File: src/rtl/alu181_acc_ctrl.sv
// Purpose: accumulator/command sequencer that drives an external ALU181 and returns its result.
// Latency: accept edge to res_valid is 2 cycles (EXEC/EXEC_NOWB) or 1 cycle (LOAD/READ).
// Backpressure: one command in flight; cmd_ready stays low until the response is taken by res_ready.
module alu181_acc_ctrl #(
    parameter int              WIDTH     = 8,
    parameter logic [WIDTH-1:0] ACC_RESET = '0
) (
    input  logic             clk,
    input  logic             rst_n,
    input  logic             cmd_valid,
    output logic             cmd_ready,
    input  logic [1:0]       cmd_kind,
    input  logic [3:0]       cmd_sel,
    input  logic             cmd_m,
    input  logic             cmd_cn,
    input  logic [WIDTH-1:0] cmd_data,
    output logic [WIDTH-1:0] alu_A,
    output logic [WIDTH-1:0] alu_B,
    output logic             alu_M,
    output logic             alu_Cn,
    output logic [3:0]       alu_Sel,
    input  logic [WIDTH-1:0] alu_F,
    output logic             res_valid,
    input  logic             res_ready,
    output logic [WIDTH-1:0] res_data,
    output logic             res_zero,
    output logic             res_neg,
    output logic [WIDTH-1:0] acc_out,
    output logic [15:0]      done_cnt
);

    localparam logic [1:0] KIND_EXEC      = 2'b00;
    localparam logic [1:0] KIND_EXEC_NOWB = 2'b01;
    localparam logic [1:0] KIND_LOAD      = 2'b10;
    localparam logic [1:0] KIND_READ      = 2'b11;

    typedef enum logic [1:0] {
        IDLE  = 2'b00,
        DRIVE = 2'b01,
        RESP  = 2'b10
    } state_t;

    state_t           state;
    state_t           state_nxt;
    logic [1:0]       kind_q;
    logic [WIDTH-1:0] acc;
    logic             fire_cmd;
    logic             fire_res;
    logic             is_exec_cmd;
    logic             res_load;
    logic [WIDTH-1:0] res_nxt;
    logic             acc_load;
    logic [WIDTH-1:0] acc_nxt;

    // cmd_ready is registered and only high in IDLE, so it alone qualifies the transfer
    assign fire_cmd    = (state == IDLE) && cmd_valid && cmd_ready;
    assign fire_res    = (state == RESP) && res_ready;
    assign is_exec_cmd = (cmd_kind == KIND_EXEC) || (cmd_kind == KIND_EXEC_NOWB);
    assign acc_out     = acc;

    // State register
    always_ff @(posedge clk or negedge rst_n) begin
        if (!rst_n) begin
            state <= IDLE;
        end else begin
            state <= state_nxt;
        end
    end

    // Next-state and result/accumulator update selection
    always_comb begin
        state_nxt = state;
        res_load  = 1'b0;
        res_nxt   = res_data;
        acc_load  = 1'b0;
        acc_nxt   = acc;
        case (state)
            IDLE: begin
                if (fire_cmd) begin
                    case (cmd_kind)
                        KIND_LOAD: begin
                            acc_load  = 1'b1;
                            acc_nxt   = cmd_data;
                            res_load  = 1'b1;
                            res_nxt   = cmd_data;
                            state_nxt = RESP;
                        end
                        KIND_READ: begin
                            res_load  = 1'b1;
                            res_nxt   = acc;
                            state_nxt = RESP;
                        end
                        default: state_nxt = DRIVE;
                    endcase
                end
            end
            DRIVE: begin
                // ALU has settled on the registered operands by the closing edge
                res_load  = 1'b1;
                res_nxt   = alu_F;
                acc_load  = (kind_q == KIND_EXEC);
                acc_nxt   = alu_F;
                state_nxt = RESP;
            end
            RESP: begin
                if (fire_res) begin
                    state_nxt = IDLE;
                end
            end
            default: state_nxt = IDLE;
        endcase
    end

    // Handshake outputs registered from the next state
    always_ff @(posedge clk or negedge rst_n) begin
        if (!rst_n) begin
            cmd_ready <= 1'b0;
            res_valid <= 1'b0;
        end else begin
            cmd_ready <= (state_nxt == IDLE);
            res_valid <= (state_nxt == RESP);
        end
    end

    // ALU operands only move on an EXEC accept so the ALU never sees idle toggling
    always_ff @(posedge clk or negedge rst_n) begin
        if (!rst_n) begin
            alu_A   <= '0;
            alu_B   <= '0;
            alu_M   <= 1'b0;
            alu_Cn  <= 1'b0;
            alu_Sel <= 4'h0;
            kind_q  <= KIND_EXEC;
        end else if (fire_cmd && is_exec_cmd) begin
            alu_A   <= acc;
            alu_B   <= cmd_data;
            alu_M   <= cmd_m;
            alu_Cn  <= cmd_cn;
            alu_Sel <= cmd_sel;
            kind_q  <= cmd_kind;
        end
    end

    // Result register with its flags, loaded together so they never disagree
    always_ff @(posedge clk or negedge rst_n) begin
        if (!rst_n) begin
            res_data <= '0;
            res_zero <= 1'b0;
            res_neg  <= 1'b0;
        end else if (res_load) begin
            res_data <= res_nxt;
            res_zero <= (res_nxt == '0);
            res_neg  <= res_nxt[WIDTH-1];
        end
    end

    // Accumulator
    always_ff @(posedge clk or negedge rst_n) begin
        if (!rst_n) begin
            acc <= ACC_RESET;
        end else if (acc_load) begin
            acc <= acc_nxt;
        end
    end

    // Completed-response counter, wraps naturally at 16 bits
    always_ff @(posedge clk or negedge rst_n) begin
        if (!rst_n) begin
            done_cnt <= 16'h0000;
        end else if (fire_res) begin
            done_cnt <= done_cnt + 16'd1;
        end
    end

endmodule

File: config.mk
export PLATFORM = sky130hd
export DESIGN_NAME = alu181_acc_ctrl
export DESIGN_NICKNAME = d
export VERILOG_FILES = /design/src/rtl/alu181_acc_ctrl.sv
export SDC_FILE = /design/constraint.sdc
export NUM_CORES = 1
export LEC_CHECK = 0
export ABC_AREA = 1
export BUFFER_PORTS_ARGS = -buffer_cell sky130_fd_sc_hd__buf_2
export CORE_ASPECT_RATIO = 1.25
export CORE_UTILIZATION = 40
export CTS_BUF_LIST = sky130_fd_sc_hd__clkbuf_4
export DETAILED_ROUTE_END_ITERATION = 8
export PLACE_DENSITY = 0.68
export SYNTH_ARGS = -nofsm -noshare
export SYNTH_HDL_FRONTEND = slang
export SYNTH_SLANG_ARGS = --single-unit
File: constraint.sdc
create_clock -name clk -period 1.85 [get_ports clk]
set_input_delay 0.2775 -clock clk [delete_from_list [all_inputs] [get_ports clk]]
set_output_delay 0.2775 -clock clk [all_outputs]
set_load 0.05 [all_outputs]
==> results.json <==
{
  "swShare_pct": 50.81,
  "net-switching-power_w": 0.003385,
  "fmax_mhz": 596.2,
  "worst-slew-pin-transition_ps": 378.0,
  "rsz0062_at_grt": "no",
  "wirelength_um": 6618,
  "clkSlewWorstSetupHoldPaths_ps": 110,
  "ant_nets": 0,
  "grt_use_total_pct": 18.98,
  "io_pins": 86,
  "worstPathRequired_ps": 2130,
  "highest_layer": "met4",
  "tns_ps": 0,
  "cts_tree": "built",
  "grt-ovfl-total": 0,
  "initial_core_util_pct": 41.74,
  "diodes": 0,
  "cts_buffer_depth": 2,
  "yosysWarnings": 0,
  "irDropWorstVdd_mv": 0.9330,
  "startpoint_type": "flip-flop",
  "rows": 34,
  "power.share.sequential_pct": 32.4,
  "layout-drive-gt1-share_pct": 26.80,
  "hold_viol_final": 0,
  "worstSkewPairLatency_ps": 400,
  "wl_met2_um": 3059,
  "portBuffers": 85,
  "nNetsFinal": 483,
  "drt-initial-drc-count": 104,
  "die_area_mm2": 0.007719,
  "arrival_ps": 1960,
  "post_cts_buffers": 0,
  "cts_root_buf": "clkbuf_4",
  "period_minus_slack_ps": 1677,
  "final_cell_mix": "nand2_1 (127), buf_2 (85), dfrtp_1 (59)",
  "post_synth_num_cell_types": 27,
  "die_y_um": 97.98,
  "synth-seq-area-share_pct": 51.78,
  "vias": 2553,
  "pwr-share-clk_pct": 17.5,
  "powerDensity_mw_per_mm2": 1807,
  "syn_area_mm2": 0.002948,
  "ys_ff_latch": 61,
  "avgSynthCellArea_um2": 8.188,
  "grt_pass1_wl_um": 11450,
  "ctsHtreeMaxLevel": 3,
  "slew_viol_final": 0,
  "critical_path_class": "reg -> reg",
  "hold_path.class": "in -> reg",
  "grt_pass1_vias": 2532,
  "finalWeightedCongestion": 0.8012,
  "leakage_nw": 2.055,
  "finalWorstSetupSlack_ps": 172.6,
  "grt_max_degree": 62,
  "m1WireLength_um": 3049,
  "synthesis.nets": 389,
  "drt-wirelength-per-cell_um": 12.05,
  "internal_power_w": 0.003277,
  "cts_buffers": 9,
  "dp_hpwl_um": 4947,
  "setup_viol": 0,
  "grt_antenna_before_repair": 0,
  "dr_wl_met3_um": 351,
  "comb_power_share_pct": 50.1,
  "maxSlewHeadroom_pct": 74.70,
  "syn2layout_area_growth_pct": 25.09,
  "cap_viol_max_count": 0,
  "syn_inst": 360,
  "worstPathMaxFanout": 9,
  "layout_commonest_cell": "nand2_1",
  "fin_crit_sh_pct": 90.67,
  "worstSetupEndpointType": "flip-flop",
  "fp.coreArea_mm2": 0.007062,
  "pre_cts_ws_ps": 123.3,
  "dr.pass1.iters": 4,
  "post_drt_via_cell_ratio": 4.650,
  "drcViolationCount": 0,
  "status": "finished, final reports clean",
  "die_w_um": 78.79,
  "clock_skew_ps": 18.52,
  "clock_sinks": 61
}
-- kinds of logic after synthesis --
kind of cell | synth area share, %
simple gates | 27.50
flops | 51.78
buf+inv | 7.979
compound gates | 8.447
xor+xnor | 3.863
fa+ha+maj | 0.4244
-- synth_stat cells (all sizes together) --
| master | instances | share of area (%) |
|---|---|---|
| ha | 1 | 0.42 |
| a21oi | 6 | 1.0 |
| nor3 | 5 | 1.0 |
| nor2 | 24 | 4.5 |
| clkbuf | 1 | 0.17 |
| o21ai | 40 | 7.2 |
| inv | 44 | 5.6 |
| buf | 9 | 2.2 |
| xnor2 | 5 | 1.5 |
| nand4 | 1 | 0.21 |
| nand2 | 130 | 17 |
| o21bai | 1 | 0.25 |
| dfrtp | 61 | 52 |
| xor2 | 8 | 2.4 |
| nand3 | 23 | 4.2 |
| nand3b | 1 | 0.25 |
-- worst max-delay path, stage by stage (launching register included) --
cell and delay [ps]:
dfrtp_1 550, nand2_4 80, nor2_4 230, nand2_4 90, nor2_4 110, nand3_2 90
nor3_2 180, nand2_1 90, xor2_1 150
-- layout make-up --
type                            instances  area [um2]
Inverter                               44       165.2
Fill cell                             700        3374
Multi-Input combinational cell        245        1191
Timing Repair Buffer                   93       513.0
Clock inverter                          6       101.3
Sequential cell                        61        1529
Tap cell                               90       112.6
Clock buffer                           10       75.07
-- routing by layer --
metal	GRT usage, %	up-vias
met2	31.71	80
met5	0	-
met1	23.45	1146
li1	-	1314
met3	3.551	13
met4	8.832	0
-- worst paths after layout --
check                            from      endpoint  slack [ps]  cells past startpoint
setup / recovery             state[1]  done_cnt[11]         170                      8
max in group asynchronous       rst_n   done_cnt[0]        1150                      3
min in group asynchronous       rst_n      alu_A[0]         400                      3
setup reg to reg             state[1]  done_cnt[11]         170                      8
hold / removal             cmd_sel[1]    alu_Sel[1]          70                      3
hold reg to reg            alu_Sel[1]    alu_Sel[1]         480                      2
-- power groups by stage --
stage	Combinational, W	Sequential [W]	Clock, W
after floorplan	0.00104	0.00369	0
after global placement	0.00332	0.00217	0
after detailed placement	0.00337	0.00219	0
after CTS	0.00337	0.00216	0.00120
after global routing	0.00362	0.00223	0.00126
final	0.00334	0.00216	0.00117
-- flip-flops by register name, summed over array words and instances (netlist names), 2 cells and up --
name,count
acc_out,8
alu_A,8
alu_B,8
alu_Sel,4
done_cnt,16
kind_q,2
res_data,8
state,2
-- timing repair --
| action | CTS | global route |
|---|---|---|
| hold buffers | 1 | 0 |
| endpoints found under the hold margin | 61 | 0 |
| setup endpoints to repair | 0 | 2 |
| resized for setup | 0 | 1 |
-- through the flow --
stage	total power (W)	util (%)	cells	area [um2]	hold slack [ps]
after floorplan	0.004729	-	360	2950	-18.09
after global placement	0.005487	49.50	532	3496	310.3
after detailed placement	0.005555	49.50	532	3496	318.7
after CTS	0.006739	52.14	549	3682	52.15
after global routing	0.007112	52.21	549	3687	62.59
final	0.006661	52.21	549	3687	69.36
Note: power is estimated with default switching activity, not from simulation.
